## config.mk

```make
export PLATFORM = sky130hd
export DESIGN_NAME = disp_scan4
export DESIGN_NICKNAME = d
export VERILOG_FILES = /design/src/rtl/disp_pkg.sv /design/src/rtl/scan_prescaler.sv /design/src/rtl/disp_scan4.sv
export SDC_FILE = /design/constraint.sdc
export NUM_CORES = 1
export LEC_CHECK = 0
export ABC_CLOCK_PERIOD_IN_PS = 3590
export CAP_MARGIN = 20
export CELL_PAD_IN_SITES_DETAIL_PLACEMENT = 0
export CELL_PAD_IN_SITES_GLOBAL_PLACEMENT = 1
export CORE_AREA = 10 10 82 84
export DETAILED_ROUTE_END_ITERATION = 10
export DIE_AREA = 0 0 92 94
export DONT_BUFFER_PORTS = 1
export HOLD_SLACK_MARGIN = 0.12
export PLACE_DENSITY = 0.82
export SYNTH_ARGS = -nofsm -noshare
export SYNTH_HDL_FRONTEND = slang
export SYNTH_SLANG_ARGS = --single-unit
```

## constraint.sdc

```tcl
create_clock -name clk -period 3.59 [get_ports clk]
set_input_delay 0.718 -clock clk [delete_from_list [all_inputs] [get_ports clk]]
set_output_delay 0.718 -clock clk [all_outputs]
set_load 0.05 [all_outputs]
```

## src/rtl/disp_pkg.sv

```systemverilog
// Shared types and constants for the four-digit 7-segment scanner.
package disp_pkg;

    localparam int NDIG  = 4;
    localparam int NIB_W = 4;
    localparam logic [NDIG-1:0] AN_OFF = 4'b1111;

    typedef enum logic {
        ST_BLANK = 1'b0,
        ST_SHOW  = 1'b1
    } state_t;

    // True when nibbles d..NDIG-1 of val are all zero.
    function automatic logic lead_zero(input logic [NDIG*NIB_W-1:0] val, input logic [1:0] d);
        logic z;
        z = 1'b1;
        for (int i = 0; i < NDIG; i++) begin
            if (i >= int'(d) && val[i*NIB_W +: NIB_W] != '0)
                z = 1'b0;
        end
        return z;
    endfunction

endpackage

```

## src/rtl/scan_prescaler.sv

```systemverilog
// Digit-slot counter: wraps every SCAN_DIV cycles, flags the end of blanking and of the slot.
module scan_prescaler #(
    parameter int SCAN_DIV  = 50000,
    parameter int BLANK_CYC = 500
) (
    input  logic clk,
    input  logic rst_n,
    output logic blank_end,
    output logic slot_end
);

    localparam int CW = $clog2(SCAN_DIV);

    logic [CW-1:0] cnt;

    // Both pulses mark the cycle before the edge on which the change takes effect.
    assign blank_end = (cnt == CW'(BLANK_CYC - 1));
    assign slot_end  = (cnt == CW'(SCAN_DIV - 1));

    always_ff @(posedge clk or negedge rst_n) begin
        if (!rst_n)
            cnt <= '0;
        else if (slot_end)
            cnt <= '0;
        else
            cnt <= cnt + CW'(1);
    end

endmodule

```

## src/rtl/disp_scan4.sv

```systemverilog
// Four-digit common-anode scanner with blanking gaps and frame-synchronous double buffering.
// Optional leading-zero suppression when DISP_SCAN4_LZ_BLANK_EN is defined.
import disp_pkg::*;

module disp_scan4 #(
    parameter int SCAN_DIV  = 50000,
    parameter int BLANK_CYC = 500
) (
    input  logic        clk,
    input  logic        rst_n,
    input  logic        load,
    input  logic [15:0] data,
    output logic [3:0]  bcd,
    output logic        en,
    output logic [3:0]  an,
    output logic        frame
);

    localparam int DW = NDIG * NIB_W;

    logic          blank_end, slot_end, boundary, lz;
    state_t        state, state_nx;
    logic [1:0]    digit, digit_nx;
    logic [DW-1:0] shadow, active, active_nx;
    logic          pending;

    scan_prescaler #(
        .SCAN_DIV  (SCAN_DIV),
        .BLANK_CYC (BLANK_CYC)
    ) u_pre (
        .clk       (clk),
        .rst_n     (rst_n),
        .blank_end (blank_end),
        .slot_end  (slot_end)
    );

    assign boundary = slot_end && (digit == 2'(NDIG - 1));

    always_comb begin
        state_nx = state;
        if (slot_end)
            state_nx = ST_BLANK;
        else if (blank_end)
            state_nx = ST_SHOW;
        digit_nx  = slot_end ? digit + 2'd1 : digit;
        // Commit reads the pre-edge shadow, so a same-edge load stays pending.
        active_nx = (boundary && pending) ? shadow : active;
    end

`ifdef DISP_SCAN4_LZ_BLANK_EN
    assign lz = (digit_nx != 2'd0) && lead_zero(active_nx, digit_nx);
`else
    assign lz = 1'b0;
`endif

    // Outputs come from next-state values so they switch on the same edge as state/digit.
    always_ff @(posedge clk or negedge rst_n) begin
        if (!rst_n) begin
            state   <= ST_BLANK;
            digit   <= '0;
            shadow  <= '0;
            active  <= '0;
            pending <= 1'b0;
            bcd     <= '0;
            en      <= 1'b0;
            an      <= AN_OFF;
            frame   <= 1'b0;
        end else begin
            state  <= state_nx;
            digit  <= digit_nx;
            active <= active_nx;
            if (load) begin
                shadow  <= data;
                pending <= 1'b1;
            end else if (boundary) begin
                pending <= 1'b0;
            end
            bcd   <= active_nx[digit_nx*NIB_W +: NIB_W];
            en    <= (state_nx == ST_SHOW) && !lz;
            an    <= (state_nx == ST_SHOW) ? ~(NDIG'(1) << digit_nx) : AN_OFF;
            frame <= boundary;
        end
    end

endmodule

```

Word-level counts from Yosys, hierarchy flattened
Cells that the tools add are included.
- memories kept: 0
- output and inout bits: 10
- word-level logic and storage cells: 28
- memory bits (writable): 0
- bits in registers: 61
- bits in latches: 0
- memory bits (read-only): 0
- bits of input ports: 19
- multipliers: 0
- order comparisons: 0
- bitwise operators: 1
- add/subtract/negate cells: 2
- equal/unequal tests: 3
- shift operators: 2
- div/mod/pow operators: 0
- reductions and logical operators: 3
- multiplexer cells: 8
- operators with widths (operator ; number):
    16-bit 2-to-1 mux ; 2
    16-bit by 1-bit adder with 16-bit output, second input constant ; 1
    16-bit == test, second input constant ; 1
    16-bit by 9-bit == test with 1-bit output, second input constant ; 1
    16-bit by 5-bit variable part select with 4-bit output ; 1
    1-bit 2-to-1 mux ; 4
    4-bit 2-to-1 mux ; 1
    4-bit NOT ; 1
    1-bit by 2-bit left shift with 4-bit output, first input constant ; 1
    2-bit by 1-bit adder with 2-bit output, second input constant ; 1
    2-bit == test, second input constant ; 1
    1-bit logical AND ; 2
    2-bit 2-to-1 mux ; 1
    2-bit nonzero test ; 1

Logic depth before layout (Yosys ltp)
Gate-level depths: netlist (run 1).
- depth after elaboration: 5
- mapped depth: 8
- depth with buffers taken out: 8

By module
From an unflattened synthesis (run 1), not the netlist that was laid out.
- cells, all modules: 182
- area, all modules: 2586.2 µm²
- modules (own cells, without submodules) (module ; cells an instance ; instances ; area an instance (µm²) ; seq. area each (µm²)):
    disp_scan4 ; 109 ; 1 ; 1810.5 ; 1131.1
    scan_prescaler ; 73 ; 1 ; 775.7 ; 400.4

Least setup slack after synthesis (run 1)
OpenSTA, ideal clock, no wires.
- path type: reg-to-reg
- start point: register u_pre.cnt[11]
- end point: register bcd[2]
- cell stages (with the launch flop): 7
- arrival time: 2.430 ns
- required time: 3.464 ns
- clock period less this slack: 2.556 ns
- buffers on the path: 0
- library setup time: 0.126 ns
- path slack: 1.034 ns
- cell sequence: dfrtp_1 > or4_4 > nor4_4 > mux2i_2 > clkinv_1 > mux2i_1 > mux2i_1
- elaborated cells on any way between the ends: 6
- those cells by class: eq/ne: 1; shift: 1; mux: 2; reduce/logical: 2
- RTL lines (element ; line ; text):
    start, declared ; scan_prescaler.sv:14 ; logic [CW-1:0] cnt;
    start signal, assigned ; scan_prescaler.sv:26 ; cnt <= cnt + CW'(1);
    16-bit == test ; scan_prescaler.sv:18 ; assign slot_end = (cnt == CW'(SCAN_DIV - 1));
    2-bit 2-to-1 mux ; disp_scan4.sv:45 ; digit_nx = slot_end ? digit + 2'd1 : digit;
    via digit_nx[1] ; disp_scan4.sv:23 ; logic [1:0] digit, digit_nx;
    16-bit by 5-bit variable part select with 4-bit output ; disp_scan4.sv:78 ; bcd <= active_nx[digit_nx*NIB_W +: NIB_W];
    end signal, assigned ; disp_scan4.sv:78 ;
    end, declared ; disp_scan4.sv:13 ; output logic [3:0] bcd,
The timed path passes the listed nets, and every way through them passes these cells.
A chain may end at the register's enable or synchronous reset.

Final worst setup path (run 1)
- start point: register u_pre.cnt[11]
- end point: register bcd[1]
- cells in the longest elaborated chain, start to end: 5
- elaborated cells on any way between the ends: 6
- those cells by class: eq/ne: 1; shift: 1; mux: 2; reduce/logical: 2
- RTL lines (element ; line ; text):
    16-bit == test ; scan_prescaler.sv:18 ;
    1-bit logical AND ; disp_scan4.sv:37 ; assign boundary = slot_end && (digit == 2'(NDIG - 1));
    1-bit logical AND ; disp_scan4.sv:47 ; active_nx = (boundary && pending) ? shadow : active;
    16-bit 2-to-1 mux ; disp_scan4.sv:47 ;
    via active_nx[1] ; disp_scan4.sv:24 ; logic [DW-1:0] shadow, active, active_nx;
    16-bit by 5-bit variable part select with 4-bit output ; disp_scan4.sv:78 ;
The timed path passes the listed nets, and every way through them passes these cells.

==> results of run 1 <==
## power breakdown
part	total [mW]	switching, mW	leakage, nW	internal [mW]
sequential	0.716	0.00996	0.783	0.706
clock	0.600	0.262	0.102	0.338
combinational	0.0354	0.0155	0.427	0.0198
total	1.35	0.288	1.31	1.06
## layout by cell type (no fill, tap or decap), types with 3 or more instances in the layout
master                     synthesis  layout
sky130_fd_sc_hd__dfrtp_1          57      57
sky130_fd_sc_hd__mux2_2           24      24
sky130_fd_sc_hd__nor2_1           13      13
sky130_fd_sc_hd__nand2_1          11      11
sky130_fd_sc_hd__clkbuf_8          0      10
sky130_fd_sc_hd__nand3_1           9       9
sky130_fd_sc_hd__xnor2_1           9       9
sky130_fd_sc_hd__mux2i_1           9       9
sky130_fd_sc_hd__mux2_4            8       8
sky130_fd_sc_hd__nand4_1           5       5
sky130_fd_sc_hd__xor2_1            5       5
sky130_fd_sc_hd__nor3_1            4       4
sky130_fd_sc_hd__dfstp_2           4       4
sky130_fd_sc_hd__clkinv_2          0       3
## worst min path at each step
| stage | from | endpoint | slack, ns | cells after the start |
|---|---|---|---|---|
| 2_1_floorplan | rst_n | active[0] | 0.42 | 0 |
| 6_report | rst_n | an[1] | 0.22 | 0 |
| 3_3_place_gp | rst_n | u_pre.cnt[9] | 0.42 | 0 |
| 3_5_place_dp | rst_n | u_pre.cnt[7] | 0.42 | 0 |
| 4_1_cts | rst_n | an[3] | 0.20 | 0 |
| 5_1_grt | rst_n | an[1] | 0.19 | 0 |
## flip-flops by register name, summed over array words and instances (netlist names)
name       flops
active        16
shadow        16
u_pre.cnt     16
an             4
bcd            4
digit          2
frame          1
pending        1
state          1
## repair_timing
action,CTS,global route
hold buffers,1,0
setup buffers,0,0
hold endpoints to repair,57,0
## metrics by stage
step	hold slack, ns	setup slack, ns	util	total power, mW
after detailed placement	0.425	0.782	0.517	0.750
after global routing	0.194	0.628	0.562	1.41
after CTS	0.200	0.764	0.562	1.37
after floorplan	0.422	1.03	-	0.747
after global placement	0.424	0.867	0.517	0.748
final	0.217	0.806	0.562	1.35
## worst register-to-register path: cells and delay by family (launching register included)
kind	cells	cell delay (ns)
simple gates	3	1.57
mux	3	0.64
flops	1	0.44
## layout make-up
| type | count | area, µm² |
|---|---|---|
| Timing Repair Buffer | 2 | 35.0 |
| Clock buffer | 10 | 138 |
| Sequential cell | 61 | 1530 |
| Multi-Input combinational cell | 116 | 986 |
| Fill cell | 446 | 2220 |
| Tap cell | 70 | 87.6 |
| Inverter | 3 | 11.3 |
| Clock inverter | 6 | 61.3 |
## per-layer routing
metal / global-route usage / up-vias / share of wire
li1: - / 667 / -
met4: 0.0617 / 0 / 0.021
met3: 0.0568 / 10 / 0.072
met2: 0.184 / 33 / 0.50
met1: 0.124 / 724 / 0.41
met5: 0 / - / 0
## cells by family (layout without fill, tap and decap cells)
group | after synthesis | in the layout | share of synthesized area
xor+xnor | 14 | 14 | 0.0481
mux | 42 | 42 | 0.194
compound gates | 6 | 6 | 0.0147
fa+ha+maj | 2 | 2 | 0.00981
buf+inv | 7 | 21 | 0.0132
flops | 61 | 61 | 0.600
simple gates | 52 | 52 | 0.120
==> impl_metrics.toml, run 1 <==
[synth]
synth.yosys.seq_area_share = 0.600
yosys_register_bits = 61
synth_area_per_cell_um2 = 13.9
number_of_standard_cells_after_synthesis = 184
postSynth.asyncResetShare = 1.00
synth_area_leaders = "sky130_fd_sc_hd__dfrtp_1 56%, sky130_fd_sc_hd__mux2_2 11%, sky130_fd_sc_hd__mux2_4 4.7%"
synth_fp_nets = 205
yosys_most_used_dff = "sky130_fd_sc_hd__dfrtp_1"
ys.warnings.count = 0
netlist.area_leader.share = 0.559
synth-edff-count = 0
synthMostInstantiatedCell = "sky130_fd_sc_hd__dfrtp_1"
yosys.area.top_type = "sky130_fd_sc_hd__dfrtp_1"
synthDistinctLibCells = 34
synth_area_um2 = 2550
most_numerous_cell_types_in_the_synthesized_netlist = "57 x sky130_fd_sc_hd__dfrtp_1, 24 x sky130_fd_sc_hd__mux2_2, 13 x sky130_fd_sc_hd__nor2_1, 11 x sky130_fd_sc_hd__nand2_1"

[critical_path]
cp_cell_sequence = "or4_4 > nor4_4 > nand3_4 > mux2_4 > mux2i_1 > mux2i_1"
crit-reg2reg-capture = "bcd[1]"
rr_worst_depth = 6
worst_setup_path_end_kind = "register"
critPathArrivalTime_ns = 3.00
critical_path.reg2reg.startpoint = "u_pre.cnt[11]"
delay_contributed_by_the_slowest_stage_of_the_critical_path_ns = 0.64
timing.critical_path.buf_inv = 0
critPathKind = "reg -> reg"
worstPathRequired_ns = 3.81
cp-start-kind = "register"
rrSetupSlack_ns = 0.81
slowest_stage_cell_cp = "sky130_fd_sc_hd__nor4_4"
path_depth = 6
timing.critical_path.fanout_max = 16
worst_path_dominant_cell_family = "simple AND/OR/NAND/NOR gates"
worst_path_most_repeated_cell = "sky130_fd_sc_hd__mux2i_1"
startpoint = "u_pre.cnt[11]"
critical_path.endpoint = "bcd[1]"

[global_route]
wire_length_of_the_first_global_routing_pass_um = 7730
total_routing_resource_utilization_after_global_routing = 0.115
antenna_found_initial = 0
globalRouteOverflowTotal = 0
grt_pass1_vias = 1543
grt_max_degree = 58

[final_layout]
num-nets-final = 214
post_route_cells_drive_above_1_share = 0.303
antennaDiodeCount = 0
layout-area-overhead-vs-synth_pct = 11.7
stdcell_count = 268
fin_area_um2 = 2850

[hold_path]
type_of_the_tightest_min_delay_check = "in -> async"

[route]
drt-vias-per-instance = 5.35
dr_total_vias = 1434
firstDrtPassIters = 4
drt_wl_total_um = 4530
drt-initial-drc-count = 94
post-route-drc-count = 0
drtAntennaViolNets = 0
drt-wirelength-per-cell_um = 16.9

[timing]
setup-tns-final_ns = 0
clock.fmax_ghz = 0.359
period_share = 0.776
worst_max_slew_margin_expressed_relative_to_the_limit = 0.565
hold_violations_final = 0
worst_clock_skew_ns = 0.00722
slew_viol_final = 0
tightestPinTransition_ns = 0.647
grt_setup_unrepaired = "no"
setup_viol = 0
post-route-min-period_ns = 2.78

[placed_design]
gp_congestion = 0.782
place_area_um2 = 2620
port_buffers = 0
placed_cells_incl_taps = 251
dpl_hpwl_um = 3210

[clock_tree]
cts_repair_resize_count = 0
depth_of_the_cts_h_tree = 3
clock_tree.root_cell = "sky130_fd_sc_hd__clkbuf_8"
clk_path_buf_depth = 2
cts.sinks = 61
tritoncts.num_buffers = 9
tritoncts = "done"
clock_latency_ns = 0.34
clk_pin_slew_worst_paths_ns = 0.07

[power_and_ir_drop]
power-per-cell-area_nw_per_um2 = 474
power.leakage_nw = 1.31
vdd_ir_drop_max_mv = 0.272

[die]
row_count = 26
total_i_o_pin_count = 29
die_area_um2 = 8650
floorplan.die.height_um = 94
placeableCoreArea_um2 = 5070
dieWidth_um = 92
start_util = 0.503

[status]
outcome = "completed"

[run]
cap_violations = 0
(Power assumes the default switching activity.)
==> run 2, diff against run 1 <==
ABC_CLOCK_PERIOD_IN_PS = 2270   (was 3590)
CORE_AREA = 10 10 86 88   (was 10 10 82 84)
DIE_AREA = 0 0 96 98   (was 0 0 92 94)
PLACE_DENSITY = 0.78   (was 0.82)
clock period = 2.27 ns   (was 3.59 ns; I/O delays follow)
==> impl_metrics.toml, run 2 (same netlist as run 1, synthesis figures left out) <==
[final_layout]
post_route_cells_drive_above_1_share = 0.373
antennaDiodeCount = 0
layout-area-overhead-vs-synth_pct = 20.0
layout_commonest_cell = "sky130_fd_sc_hd__dfrtp_1"
top_regs = "active (16), shadow (16), u_pre.cnt (16)"
num-nets-final = 233
fin_area_um2 = 3060
most_frequent_cells_in_the_layout = "57 x sky130_fd_sc_hd__dfrtp_1, 24 x sky130_fd_sc_hd__mux2_2, 14 x sky130_fd_sc_hd__buf_4, 13 x sky130_fd_sc_hd__nor2_1, 12 x sky130_fd_sc_hd__clkbuf_8"

[timing]
post_route_hold_slack_ns = 0.216
grt_setup_unrepaired = "yes"
setup_viol = 0
period_share = 0.975
tightestPinTransition_ns = 0.503
worst_max_slew_margin_expressed_relative_to_the_limit = 0.665
hold_violations_final = 0
worst_clock_skew_ns = 0.00557
clock.fmax_ghz = 0.452
slew_viol_final = 0
post-route-min-period_ns = 2.21

[global_route]
global_route.usage.met2 = 0.177
grt_pass1_vias = 1614
grt.met3_usage = 0.0459
antenna_found_initial = 0
wire_length_of_the_first_global_routing_pass_um = 8250
total_routing_resource_utilization_after_global_routing = 0.115
grt_busiest_layer = "met2"
grt_max_degree = 62
gr_layer_usage_met1 = 0.131
globalRouteOverflowTotal = 0

[critical_path]
worst_setup_path_end_kind = "register"
rr_worst_depth = 7
cp-start-kind = "register"
worstPathRequired_ns = 2.49
crit-reg2reg-capture = "bcd[0]"
critPathArrivalTime_ns = 2.43
timing.critical_path.fanout_max = 5
critical_path.reg2reg.startpoint = "u_pre.cnt[11]"
critical_path.endpoint = "bcd[0]"
startpoint = "u_pre.cnt[11]"
critPathKind = "reg -> reg"
rrSetupSlack_ns = 0.06

[power_and_ir_drop]
power.leakage_nw = 1.42
power-per-cell-area_nw_per_um2 = 714
vdd_ir_drop_max_mv = 0.505

[placed_design]
place_area_um2 = 2730
gp_congestion = 0.799
port_buffers = 0
dpl_hpwl_um = 3420

[clock_tree]
tritoncts = "done"
clock_tree.root_cell = "sky130_fd_sc_hd__clkbuf_8"
clock_latency_ns = 0.33
cts.sinks = 61
tritoncts.num_buffers = 9
depth_of_the_cts_h_tree = 3
clk_path_buf_depth = 2
clk_pin_slew_worst_paths_ns = 0.06

[route]
dr_total_vias = 1523
drt-vias-per-instance = 5.22
post-route-drc-count = 0
drt-initial-drc-count = 55
drtAntennaViolNets = 0
drt-wirelength-per-cell_um = 16.8
drt_wl_total_um = 4900
firstDrtPassIters = 4

[run]
cap_violations = 0

[die]
row_count = 28
start_util = 0.444
floorplan.die.height_um = 98
die_area_um2 = 9410
placeableCoreArea_um2 = 5750
total_i_o_pin_count = 29
dieWidth_um = 96

[hold_path]
type_of_the_tightest_min_delay_check = "in -> reg"

[status]
outcome = "completed"
[run 2: changes by cell type in the layout (fill, tap and decap cells not counted), moves of 2 or more]
cell / previous run / this run
sky130_fd_sc_hd__buf_6: 0 / 5
sky130_fd_sc_hd__buf_4: 1 / 14
sky130_fd_sc_hd__clkbuf_8: 10 / 12
sky130_fd_sc_hd__clkinv_2: 3 / 1
[run 2: where the power goes]
part | switching, mW | total [mW] | internal (mW)
clock network | 0.400 | 0.995 | 0.595
registers | 0.0156 | 1.13 | 1.12
logic | 0.0274 | 0.0598 | 0.0324
[run 2: area by class of cell]
cell class / instances / area [µm²]
timing repair buffer: 21 / 199
inverter: 3 / 13.8
clock buffer: 13 / 169
tap: 75 / 93.8
multi-input combinational: 116 / 1010
sequential: 61 / 1530
fill: 505 / 2690
clock inverter: 3 / 42.5
[run 2: per-layer routing]
layer	wire length, µm	part of all wire	up-vias
li1	-	-	708
met1	1970	0.40	761
met2	2450	0.50	38
met3	338	0.069	16
met4	149	0.030	0
met5	0	0	-
[run 2: worst min path at each step]
stage | from | endpoint | slack (ns) | cells past startpoint
global placement | rst_n | u_pre.cnt[5] | 0.16 | 0
detailed placement | rst_n | u_pre.cnt[5] | 0.16 | 0
CTS | load | pending | 0.20 | 1
finish | load | pending | 0.22 | 1
global route | load | pending | 0.22 | 1
floorplan | rst_n | active[0] | 0.16 | 0
[run 2: worst max-delay path, cell delays in order, from the launching register on]
cell and delay [ns]:
sky130_fd_sc_hd__dfrtp_1 0.41, sky130_fd_sc_hd__or4_4 0.55, sky130_fd_sc_hd__buf_6 0.14, sky130_fd_sc_hd__nor4_4 0.23
sky130_fd_sc_hd__mux2i_4 0.33, sky130_fd_sc_hd__buf_6 0.16, sky130_fd_sc_hd__mux2i_1 0.19, sky130_fd_sc_hd__mux2i_1 0.08
[run 2: timing repair]
action,in CTS,in global routing
buffers inserted,2,4
hold buffers,2,0
setup endpoints to repair,4,4
gates resized for setup,1,8
hold endpoints to repair,61,0
pin swaps,2,4
[run 2: through the flow]
| stage | instances | setup WS, ns | TNS, ns | util | power [mW] |
|---|---|---|---|---|---|
| 6_report | 292 | 0.0563 | 0 | 0.533 | 2.19 |
| 5_1_grt | 292 | -0.0718 | -0.159 | 0.533 | 2.28 |
| 4_1_cts | 288 | 0.000657 | 0 | 0.522 | 2.21 |
| 3_5_place_dp | 268 | -0.0572 | -0.202 | 0.475 | 1.19 |
| 3_3_place_gp | 268 | -0.0440 | -0.112 | 0.475 | 1.18 |
| 2_1_floorplan | 184 | 0.00355 | 0 | - | 1.18 |
==> run 3, diff against run 2 <==
CORE_AREA = 10 10 84 86   (was 10 10 86 88)
CTS_BUF_LIST = sky130_fd_sc_hd__clkbuf_8   (was unset)
DIE_AREA = 0 0 94 96   (was 0 0 96 98)
PLACE_DENSITY = 0.81   (was 0.78)
==> impl_metrics.toml, run 3 (same netlist as run 1, synthesis figures left out) <==
[status]
outcome = "completed"

[route]
drt-vias-per-instance = 5.26
drt-initial-drc-count = 65
drtAntennaViolNets = 0
post-route-drc-count = 0
dr_total_vias = 1511
drt_wl_total_um = 4970
firstDrtPassIters = 4
drt-wirelength-per-cell_um = 17.3

[clock_tree]
tritoncts.num_buffers = 9
clk_path_buf_depth = 2
clock_tree.root_cell = "sky130_fd_sc_hd__clkbuf_8"
clk_pin_slew_worst_paths_ns = 0.07
tritoncts = "done"
cts.sinks = 61
clock_latency_ns = 0.33
depth_of_the_cts_h_tree = 3

[final_layout]
antennaDiodeCount = 0
n_fill_cell = 434
final_core_utilization = 0.574
most_frequent_cells_in_the_layout = "57 x sky130_fd_sc_hd__dfrtp_1, 24 x sky130_fd_sc_hd__mux2_2, 15 x sky130_fd_sc_hd__buf_4, 13 x sky130_fd_sc_hd__nor2_1"
multi_input_area_um2 = 1030
post_route_cells_drive_above_1_share = 0.372
top_regs = "active (16), shadow (16), u_pre.cnt (16)"
combined_flip_flop_and_latch_cell_area_um2 = 1530
num-nets-final = 232
layout_commonest_cell = "sky130_fd_sc_hd__dfrtp_1"
stdcell_count = 287
layout-area-overhead-vs-synth_pct = 21.6

[die]
placeableCoreArea_um2 = 5410
start_util = 0.472
die_area_um2 = 9020
total_i_o_pin_count = 29
row_count = 27
floorplan.die.height_um = 96
dieWidth_um = 94

[power_and_ir_drop]
pwr-share-seq = 0.500
power.leakage_nw = 1.43
pwr-share-clk = 0.474
netSwitchingPower_mw = 0.447
total_power_mw = 2.27
power-per-cell-area_nw_per_um2 = 730
power.combinational.fraction = 0.026
cell_internal_pwr_mw = 1.82
sw_frac_of_total = 0.197
vdd_ir_drop_max_mv = 0.547

[critical_path]
worst_setup_path_end_kind = "register"
critical_path.reg2reg.startpoint = "u_pre.cnt[13]"
timing.critical_path.fanout_max = 7
delay_contributed_by_the_slowest_stage_of_the_critical_path_ns = 0.58
startpoint = "u_pre.cnt[13]"
worstPathRequired_ns = 2.49
cp_cell_sequence = "or4_4 > nor4_4 > mux2i_4 > buf_12 > mux2i_4 > mux2i_1"
timing.critical_path.buf_inv = 1
worst_path_dominant_cell_family = "simple AND/OR/NAND/NOR gates"
critPathKind = "reg -> reg"
cp-start-kind = "register"
worst_path_most_repeated_cell = "sky130_fd_sc_hd__mux2i_4"
critPathArrivalTime_ns = 2.47
slowest_stage_cell_cp = "sky130_fd_sc_hd__or4_4"
rr_worst_depth = 6
rrSetupSlack_ns = 0.02
crit-reg2reg-capture = "bcd[0]"
path_depth = 6

[timing]
post-route-min-period_ns = 2.25
setup-tns-final_ns = 0
hold_violations_final = 0
slew_viol_final = 0
setup_viol = 0
tightestPinTransition_ns = 0.502
worst_max_slew_margin_expressed_relative_to_the_limit = 0.665
timing.final.ws_setup_ns = 0.0154
period_share = 0.993
clock.fmax_ghz = 0.444
grt_setup_unrepaired = "yes"
worst_clock_skew_ns = 0.0122

[hold_path]
type_of_the_tightest_min_delay_check = "in -> reg"
min_to = "pending"
worst_hold_startpoint = "load"
whs_path_depth = 1

[placed_design]
dpl_hpwl_um = 3360
preCtsSetupSlack_ns = -0.157
placed_cells_incl_taps = 264
gp_congestion = 0.810
port_buffers = 0

[global_route]
antenna_found_initial = 0
grt_pass1_vias = 1651
grt_max_degree = 62
total_routing_resource_utilization_after_global_routing = 0.119
wire_length_of_the_first_global_routing_pass_um = 8180
globalRouteOverflowTotal = 0

[run]
cap_violations = 0
==> run 3: changes by cell type in the layout (fill, tap and decap cells not counted), sizes merged <==
cell / change
buf: -1
bufinv: +1
clkbuf: -2
clkinv: +1
clkinvlp: -1
==> run 3: through the flow <==
stage / cell area [µm²] / hold WS [ns]
after CTS: 3010 / 0.208
after global routing: 3100 / 0.223
after floorplan: 2560 / 0.158
after detailed placement: 2730 / 0.162
after global placement: 2730 / 0.161
final: 3100 / 0.233
==> run 3: how the worst max path moves through the flow <==
| stage | end | slack (ns) |
|---|---|---|
| global route | bcd[0] | -0.08 |
| global placement | bcd[0] | -0.09 |
| detailed placement | bcd[0] | -0.16 |
| finish | bcd[0] | 0.02 |
| CTS | bcd[0] | 0.06 |
| floorplan | bcd[3] | 0.004 |
==> run 3: worst reg2reg max path: cells and delay by family, from the launching register on <==
family,cells,cell delay [ns]
buffers and inverters,1,0.17
multiplexers,3,0.67
AND/OR/NAND/NOR,2,0.94
flip-flops,1,0.37
==> run 3: timing repair <==
item                                   in CTS  in global routing
endpoints found under the hold margin      61                  0
buffers inserted                            1                  5
pin swaps                                   2                  5
resized for setup                           0                  6
setup endpoints to repair                   4                  4
hold buffers                                2                  0
==> run 3: power by group through the flow <==
| stage | registers [mW] | logic, mW | clock network, mW |
|---|---|---|---|
| floorplan | 1.15 | 0.0351 | 0 |
| global placement | 1.15 | 0.0315 | 0 |
| detailed placement | 1.15 | 0.0339 | 0 |
| CTS | 1.13 | 0.0619 | 1.09 |
| global route | 1.14 | 0.0679 | 1.14 |
| finish | 1.13 | 0.0595 | 1.07 |
==> run 3: area by class of cell <==
type / count / area share
multi-input cells: 116 / 0.333
flip-flops and latches: 61 / 0.494
clock inverters: 4 / 0.0234
clock buffers: 11 / 0.0488
inverters: 3 / 0.00403
well taps: 72 / 0.0290
repair buffers: 20 / 0.0678
==> run 3: metal layers <==
metal / global-route usage / vias to the layer above / wire length (µm)
met2: 0.200 / 30 / 2560
met4: 0.0532 / 0 / 78
li1: - / 700 / -
met1: 0.128 / 773 / 2050
met5: 0 / - / 0
met3: 0.0529 / 8 / 280
